### config.mk
export PLATFORM = sky130hd
export DESIGN_NAME = decode_stage
export DESIGN_NICKNAME = d
export VERILOG_FILES = /design/src/rtl/decode_stage.sv
export SDC_FILE = /design/constraint.sdc
export NUM_CORES = 1
export LEC_CHECK = 0
export CAP_MARGIN = 20
export CORE_MARGIN = 5
export CORE_UTILIZATION = 52
export CTS_CLUSTER_SIZE = 24
export DETAILED_ROUTE_END_ITERATION = 10
export GPL_TIMING_DRIVEN = 0
export PLACE_DENSITY_LB_ADDON = 0.2
export SYNTH_ARGS = -nofsm -noshare
export SYNTH_HDL_FRONTEND = slang
export SYNTH_SLANG_ARGS = --single-unit
### constraint.sdc
create_clock -name clk -period 3.1 [get_ports clk]
set_input_delay 0.465 -clock clk [delete_from_list [all_inputs] [get_ports clk]]
set_output_delay 0.465 -clock clk [all_outputs]
set_load 0.05 [all_outputs]
### src/rtl/decode_stage.sv
// decode_stage: registered RV32 + RVV OP-V instruction decoder sitting between
// fetch and the instruction buffer. Decode is combinational on in_inst and is
// captured into a main output register (M). A one-entry skid register (S)
// absorbs the single instruction that can arrive after out_ready drops, so
// in_ready is a pure function of registered state (plus rst) and never of
// out_ready.
//
// Handshake: a beat moves on a port exactly when valid && ready are both high
// at the rising edge; the producer holds its payload stable until that edge,
// and valid is never withdrawn by this stage while out_ready is low.
module decode_stage #(
  parameter int INST_WIDTH = 32,
  parameter int DATA_WIDTH = 32,
  parameter int PC_WIDTH   = 32
) (
  input  logic                  clk,
  input  logic                  rst,
  input  logic                  flush,
  input  logic                  in_valid,
  output logic                  in_ready,
  input  logic [INST_WIDTH-1:0] in_inst,
  input  logic [PC_WIDTH-1:0]   in_pc,
  output logic                  out_valid,
  input  logic                  out_ready,
  output logic [6:0]            out_opt,
  output logic [2:0]            out_funct3,
  output logic [5:0]            out_funct6,
  output logic [4:0]            out_rs1,
  output logic [4:0]            out_rs2,
  output logic [4:0]            out_rd,
  output logic [DATA_WIDTH-1:0] out_imm,
  output logic                  out_vm,
  output logic [PC_WIDTH-1:0]   out_pc,
  output logic                  out_illegal
);

  // Major opcodes handled by this stage.
  localparam logic [6:0] OPC_LOAD   = 7'b0000011;
  localparam logic [6:0] OPC_OP_IMM = 7'b0010011;
  localparam logic [6:0] OPC_AUIPC  = 7'b0010111;
  localparam logic [6:0] OPC_STORE  = 7'b0100011;
  localparam logic [6:0] OPC_OP     = 7'b0110011;
  localparam logic [6:0] OPC_LUI    = 7'b0110111;
  localparam logic [6:0] OPC_OP_V   = 7'b1010111;
  localparam logic [6:0] OPC_BRANCH = 7'b1100011;
  localparam logic [6:0] OPC_JALR   = 7'b1100111;
  localparam logic [6:0] OPC_JAL    = 7'b1101111;

  // OP-V arithmetic sub-formats supported.
  localparam logic [2:0] F3_OPIVV = 3'b000;
  localparam logic [2:0] F3_OPIVI = 3'b011;
  localparam logic [2:0] F3_OPIVX = 3'b100;

  // One decoded instruction, as held in M and S.
  typedef struct packed {
    logic [6:0]            opt;
    logic [2:0]            funct3;
    logic [5:0]            funct6;
    logic [4:0]            rs1;
    logic [4:0]            rs2;
    logic [4:0]            rd;
    logic [DATA_WIDTH-1:0] imm;
    logic                  vm;
    logic [PC_WIDTH-1:0]   pc;
    logic                  illegal;
  } dec_t;

  // Sign-extend a 32-bit immediate to the datapath width.
  function automatic logic [DATA_WIDTH-1:0] sext32(input logic [31:0] v);
    return DATA_WIDTH'($signed(v));
  endfunction

  logic [31:0] inst;
  logic [31:0] imm_i;
  logic [31:0] imm_s;
  logic [31:0] imm_b;
  logic [31:0] imm_u;
  logic [31:0] imm_j;
  logic [31:0] imm_v;
  dec_t        dec;

  dec_t m_data;
  dec_t s_data;
  logic m_valid;
  logic s_valid;
  logic accept;
  logic transfer;

  assign inst = in_inst[31:0];

  // Raw immediate layouts for every format; all sign from inst[31] except the
  // OPIVI simm5, which carries its own sign bit in inst[19].
  assign imm_i = {{20{inst[31]}}, inst[31:20]};
  assign imm_s = {{20{inst[31]}}, inst[31:25], inst[11:7]};
  assign imm_b = {{19{inst[31]}}, inst[31], inst[7], inst[30:25], inst[11:8], 1'b0};
  assign imm_u = {inst[31:12], 12'b0};
  assign imm_j = {{11{inst[31]}}, inst[31], inst[19:12], inst[20], inst[30:21], 1'b0};
  assign imm_v = {{27{inst[19]}}, inst[19:15]};

  // Combinational decode of the fetch payload; fields a format lacks stay 0.
  always_comb begin
    dec         = '0;
    dec.opt     = inst[6:0];
    dec.funct3  = inst[14:12];
    dec.pc      = in_pc;
    dec.illegal = (inst[1:0] != 2'b11);
    unique case (inst[6:0])
      OPC_LOAD: begin
        dec.rs1 = inst[19:15];
        dec.rd  = inst[11:7];
        dec.imm = sext32(imm_i);
      end
      OPC_OP_IMM: begin
        dec.rs1 = inst[19:15];
        dec.rd  = inst[11:7];
        dec.imm = sext32(imm_i);
        // SRLI/SRAI are distinguished by inst[30].
        if (inst[14:12] == 3'b101) dec.funct6 = {1'b0, inst[30], 4'b0};
      end
      OPC_JALR: begin
        dec.rs1 = inst[19:15];
        dec.rd  = inst[11:7];
        dec.imm = sext32(imm_i);
        if (inst[14:12] != 3'b000) dec.illegal = 1'b1;
      end
      OPC_STORE: begin
        dec.rs1 = inst[19:15];
        dec.rs2 = inst[24:20];
        dec.imm = sext32(imm_s);
      end
      OPC_BRANCH: begin
        dec.rs1 = inst[19:15];
        dec.rs2 = inst[24:20];
        dec.imm = sext32(imm_b);
      end
      OPC_LUI, OPC_AUIPC: begin
        dec.rd  = inst[11:7];
        dec.imm = sext32(imm_u);
      end
      OPC_JAL: begin
        dec.rd  = inst[11:7];
        dec.imm = sext32(imm_j);
      end
      OPC_OP: begin
        dec.rs1    = inst[19:15];
        dec.rs2    = inst[24:20];
        dec.rd     = inst[11:7];
        dec.funct6 = {1'b0, inst[30], 4'b0};
      end
      OPC_OP_V: begin
        dec.rs1    = inst[19:15];
        dec.rs2    = inst[24:20];
        dec.rd     = inst[11:7];
        dec.funct6 = inst[31:26];
        dec.vm     = inst[25];
        if (inst[14:12] == F3_OPIVI) dec.imm = sext32(imm_v);
        else if (inst[14:12] != F3_OPIVV && inst[14:12] != F3_OPIVX) dec.illegal = 1'b1;
      end
      default: dec.illegal = 1'b1;
    endcase
    // Illegal encodings still flow, but carry no operands.
    if (dec.illegal) begin
      dec.rs1    = '0;
      dec.rs2    = '0;
      dec.rd     = '0;
      dec.imm    = '0;
      dec.funct6 = '0;
      dec.vm     = 1'b0;
    end
  end

  // in_ready depends only on skid occupancy and reset, never on out_ready.
  assign in_ready = !s_valid && !rst;
  assign accept   = in_valid && in_ready;
  assign transfer = m_valid && out_ready;

  // M/S occupancy and data: reset beats flush beats the handshakes; FIFO order.
  always_ff @(posedge clk) begin
    if (rst) begin
      m_valid <= 1'b0;
      s_valid <= 1'b0;
      m_data  <= '0;
      s_data  <= '0;
    end else if (flush) begin
      // Data registers are deliberately left as they are.
      m_valid <= 1'b0;
      s_valid <= 1'b0;
    end else if (s_valid) begin
      // in_ready is low, so only the S -> M move can happen here.
      if (transfer) begin
        m_data  <= s_data;
        s_valid <= 1'b0;
      end
    end else if (accept) begin
      if (!m_valid || transfer) begin
        m_data  <= dec;
        m_valid <= 1'b1;
      end else begin
        s_data  <= dec;
        s_valid <= 1'b1;
      end
    end else if (transfer) begin
      m_valid <= 1'b0;
    end
  end

  assign out_valid   = m_valid;
  assign out_opt     = m_data.opt;
  assign out_funct3  = m_data.funct3;
  assign out_funct6  = m_data.funct6;
  assign out_rs1     = m_data.rs1;
  assign out_rs2     = m_data.rs2;
  assign out_rd      = m_data.rd;
  assign out_imm     = m_data.imm;
  assign out_vm      = m_data.vm;
  assign out_pc      = m_data.pc;
  assign out_illegal = m_data.illegal;

endmodule

==> run metrics, run 1 <==
CTS root buf=clkbuf_16; Post-Synthesis Cells=1011; leakage power=3.70 nW; DR DRC count=0; antenna cell count=0; fin area=11100 um2; P&R area growth vs syn=30.0%; Cell Area, Placed=10500 um2; synthesis-stage register bit count=196; max-slew violation count=0; top achievable clock speed=between 0.3 and 0.4 GHz; Storage cell area=3920 um2; Tightest Pin Transition=between 900 and 1000 ps; Reg clk slew, reported paths=approximately 70 ps; biggest area consumer among synthesized cells=dfxtp_1; clk sink count=196; total CTS buffers=17; CTS max path bufs=2; Arr. time, crit path=3310 ps; vias in the first global route=8244; pin count of the biggest net entering global routing=18; Post-Syn Area per Cell=8.45 um2; CTS hold repair buffers=0; CP dominant cell by count=clkbuf_1; core footprint=about 16000 um2; Cell Area, Synth=8550 um2; Die W=about 140 um; H-tree levels=4; highest-count cells in the layout ignoring fill and taps=dfxtp_1, clkdlybuf4s50_1, nand2_1; clk_lat worst skew=440 ps; Buffers on Ports=about 170; die height=138 um; skew final=6.25 ps; commonest non-fill, non-tap cell in the layout=dfxtp_1; initial antenna violation count=0; IO Count=168; top-area cell type share of the netlist area=45.9%; drt total wl=28200 um; DR iter-0 viols=between 700 and 800; CTS tree=yes; Core Rows=between 40 and 50; endpoints failing setup=0; period utilization=a little over nine tenths; crit-path cells=clkdlybuf4s50_1, clkbuf_1, nand2_1, nand4_1, a21oi_2, clkbuf_1, o211ai_1, a211oi_1; critical path fanouts, max=10; post-route setup slack=147 ps; Synthesized Nets=about 1100; worst vdd ir=0.000394 V; CP endpoint kind=flip-flop; share of layout cells above drive strength 1=4.47%; drt first pass iters=5; sequential-to-total area share from yosys stat=45.9%; Routability Congestion=0.979; pre-CTS setup slack=-507 ps; first-pass GRT wire length=44800 um; Detail Route Antenna Nets=0; Most used DFF post-synth=dfxtp_1; max cap viols=0; Crit Path Class=primary input to flip-flop; status=complete, no violations; Synth area leaders=dfxtp_1, a21oi_1, nand2_1, a211oi_1, mux2i_1; total number of yosys warnings=0; vias per cell=5.96; fillers=~1300; cell depth of the worst flop-to-flop path=7; unique cell type count in the Yosys netlist=52; Initial Util=53.4%; Worst setup SP type=primary input; DR WL/cell=19.8 um; asr flop ratio synth=0%; cell area power density=508 nW/um2; Data required, critical path=~3500 ps; vias=around 8500; normalized max-slew margin=36.5%; unrepaired setup endpoints after global routing=true; final setup TNS=0 ps; Final min period=about 3000 ps; GRT overflow=0; full die area=19100 um2; global-route usage over all layers=28.8%; multi-input logic area=between 4000 and 5000 um2; layout net count=1264; hold crit path type=flip-flop to flip-flop; Largest stage delay, worst path=550 ps; DP Wirelength=20700 um; Post-synth EDFFs=0; Worst path slowest cell=clkdlybuf4s50_1; Hold Crit Depth=2; final-report hold violation count=0
cells in the mapped netlist, drive strengths merged, types with 2 or more instances:
cell type	number
nand2b	7
and2	16
and3b	5
dfxtp	196
and4b	3
nand3	41
buf	11
o21ai	24
nand2	137
nor3b	4
o211ai	33
and4	2
inv	9
a221oi	8
or3b	3
a21oi	103
a22o	22
a22oi	5
nor2	95
a211oi	71
a41oi	5
a32oi	13
o2bb2ai	5
clkbuf	85
a2111oi	2
and3	13
nor3	5
o31ai	6
nor2b	4
nand4	17
mux2i	42
a21o	6
cell type report:
| class | count | share of cell area (%) |
|---|---|---|
| plain buffers | 96 | 3.55 |
| inverters | 9 | 0.304 |
| well taps | 216 | 2.43 |
| clock buffers | 21 | 4.32 |
| multi-input cells | 710 | 38.0 |
| repair buffers | 165 | 14.9 |
| clock inverters | 11 | 1.26 |
| flip-flops and latches | 196 | 35.3 |
metal layers:
metal	track usage [%]	wire length (um)	part of all wire (%)	up-vias
met1	38.0	11900	42	3994
met2	45.9	12900	46	403
met5	0	0	0	-
met3	7.59	2510	8.9	69
li1	-	-	-	4023
met4	10.2	869	3.1	0
stage by stage:
stage                     power [mW]  hold WS (ps)  instances  utilization [%]
final                           5.65           441       1424             69.4
after global routing            5.82           465       1424             69.4
after CTS                       5.65           440       1424             69.3
after detailed placement        3.39           431       1392             65.4
after global placement          3.39           426       1392             65.4
after floorplan                 3.07           416       1011                -
critical path, delay by kind of cell:
family	cells	cell delay [ps]
AOI/OAI and AO/OA	3	990
buffers and inverters	3	1350
and+or+nand+nor	2	500
logic make-up (layout without fill, tap and decap cells):
logic type	after synthesis	count (layout)	synth area share, %
AOI/OAI and AO/OA	310	310	24.7
buffers and inverters	105	302	4.96
DFF	196	196	45.9
muxes	42	42	4.92
and+or+nand+nor	358	358	19.6
worst paths after layout:
check / from / to / slack [ps]
worst max-delay path: in_inst[4] / out_imm[31] / 150
worst min-delay path: s_data[57] / s_data[57] / 440
worst max register to register: s_valid / out_pc[18] / 360
worst min register to register: s_data[57] / s_data[57] / 440
where the power goes:
group / switching (mW) / total, mW / internal [mW]
logic: 0.485 / 0.743 / 0.258
registers: 0.0319 / 2.60 / 2.57
clock network: 1.00 / 2.30 / 1.30
total: 1.52 / 5.65 / 4.13
what timing repair did:
action,in CTS,in global routing
buffers inserted,0,0
setup endpoints to repair,14,18
hold endpoints to repair,0,0
pin swaps,0,0
gates resized for setup,1,7
state kept, by name, summed over array words and instances, names as in the netlist:
name	flops
out_pc	32
s_valid	1
out_illegal	1
out_vm	1
s_data	97
out_rs2	5
out_funct3	3
out_funct6	6
out_imm	32
out_rd	5
out_rs1	5
out_opt	7
out_valid	1
Power figures use the tool's default switching activity.
==> inputs of run 2 (changes only) <==
--- a/config.mk
+++ b/config.mk
@@ -7,7 +7,7 @@
 export LEC_CHECK = 0
 export CAP_MARGIN = 20
 export CORE_MARGIN = 5
-export CORE_UTILIZATION = 52
+export CORE_UTILIZATION = 40
 export CTS_CLUSTER_SIZE = 24
 export DETAILED_ROUTE_END_ITERATION = 10
 export GPL_TIMING_DRIVEN = 0
==> constraint.sdc (replaced) <==
create_clock -name clk -period 2.88 [get_ports clk]
set_input_delay 0.432 -clock clk [delete_from_list [all_inputs] [get_ports clk]]
set_output_delay 0.432 -clock clk [all_outputs]
set_load 0.05 [all_outputs]
==> run 2 against run 1 <==
Highest routed layer unchanged. Clock power about the same. Worst hold slack worse by 3.9 ps. Register-to-register slack worse by 180 ps. Die area up 28%. First-iteration DRC count down 14%. Cell count up 4.4%. Flip-flop and latch count unchanged. Non-clock buffer count up 3. Critical path depth down 2. Sequential power up 7.7%.
==> run metrics, run 2 (same netlist as run 1, synthesis figures left out) <==
status=complete, no violations; Die W=156 um; vias=around 8400; DR DRC count=0; P_sw=1.71 mW; CTS max path bufs=2; core footprint=21000 um2; clk_lat worst skew=440 ps; P&R area growth vs syn=30.9%; WL met2=13800 um; total power=a little under 6 mW; endpoints failing setup=0; max FFs per register=97; total CTS buffers=17; first-pass GRT wire length=around 45000 um; Arr. time, crit path=3060 ps; CTS root buf=clkbuf_16; largest register by flop count=s_data; normalized max-slew margin=between 30% and 40%; metal3 WL=2130 um; GRT overflow=0; worst vdd ir=0.000390 V; antenna cell count=0; DR WL/cell=19.7 um; die height=156 um; period utilization=96.3%; fillers=2006; Initial Util=between 40% and 50%; Final min period=2770 ps; Tightest Pin Transition=993 ps; pin count of the biggest net entering global routing=19; share of layout cells above drive strength 1=about 5.3%; Comb power frac=13.7%; global-route usage over all layers=approximately a quarter; commonest non-fill, non-tap cell in the layout=dfxtp_1; max-slew violation count=0; clk sink count=196; CP endpoint kind=flip-flop; Crit Path Class=primary input to flip-flop; Pint=4.18 mW; hold crit path type=flip-flop to flip-flop; sequential share of power=47.6%; vias per cell=5.62; max cap viols=0; Storage cell area=a little under 4000 um2; top achievable clock speed=0.361 GHz; Routability Congestion=0.981; Reg clk slew, reported paths=70 ps; unrepaired setup endpoints after global routing=false; Detail Route Antenna Nets=0; metal1 wirelength=12600 um; DP Wirelength=21700 um; drt first pass iters=5; switching share of power=29.0%; Worst setup SP type=primary input; layout net count=1267; vias in the first global route=7781; FF-to-FF setup slack=180 ps; leakage power=approximately 3.7 nW; multi-input logic area=4230 um2; initial antenna violation count=0; final-report hold violation count=0; cell area power density=526 nW/um2; DR iter-0 viols=658; full die area=about 24000 um2; Clk pwr share=38.7%; pre-CTS setup slack=-739 ps; Buffers on Ports=165; CTS tree=yes; H-tree levels=4; highest-count cells in the layout ignoring fill and taps=dfxtp_1, clkdlybuf4s50_1, nand2_1; Max Used Layer=met4; CTS hold repair buffers=0; drt total wl=29300 um; Core Rows=53; IO Count=approximately 170; critical path fanouts, max=10; skew final=8.70 ps; post-route setup slack=107 ps; Data required, critical path=3170 ps
==> run 2: cell count changes in the layout (fill, tap and decap cells not counted), sizes merged <==
cell,change
clkinv,+3
buf,+4
inv,+2
bufinv,-2
clkbuf,-4
==> run 2: worst max-delay path, stage by stage <==
cell and delay [ps]:
clkdlybuf4s50_1 530, or3b_2 510, a211oi_4 490, buf_2 440, clkbuf_1 490, a211oi_1 150
==> run 2: stage by stage <==
stage                     util, %  cell area, um2  hold WS, ps  setup TNS [ps]  instances
after floorplan                 -            8550          416               0       1011
after global placement       50.2           10500          425          -68310       1451
after detailed placement     50.2           10500          429          -69630       1451
after CTS                    52.9           11100          439               0       1483
after global routing         53.2           11200          461               0       1486
final                        53.2           11200          438               0       1486
==> run 2: power groups by stage <==
stage / sequential, mW / clock, mW / combinational (mW)
detailed placement: 2.87 / 0 / 0.794
floorplan: 3.06 / 0 / 0.252
CTS: 2.80 / 2.32 / 0.800
finish: 2.80 / 2.28 / 0.807
global placement: 2.86 / 0 / 0.792
global route: 2.81 / 2.42 / 0.854
==> run 2: worst paths after layout <==
check,startpoint,endpoint,cells past startpoint
worst min-delay path,s_data[56],s_data[56],2
worst max register to register,s_valid,out_pc[31],6
worst max-delay path,in_valid,out_pc[31],6
worst min register to register,s_data[56],s_data[56],2
==> run 2: layout make-up <==
type / instances / share of cell area, %
plain buffers: 96 / 3.61
clock buffers: 18 / 3.84
clock inverters: 14 / 1.08
inverters: 9 / 0.302
multi-input cells: 710 / 37.8
flip-flops and latches: 196 / 35.1
well taps: 275 / 3.08
repair buffers: 168 / 15.2
==> run 2: per-layer routing <==
metal	global-route usage (%)	up-vias
li1	-	4043
met1	31.5	3949
met2	37.5	320
met3	4.77	45
met4	7.85	0
met5	0	-
==> run 2: timing repair <==
item | CTS | global route
gates resized for setup | 4 | 24
setup endpoints to repair | 81 | 73
cloned | 0 | 0
pin swaps | 0 | 2
buffers inserted | 0 | 3
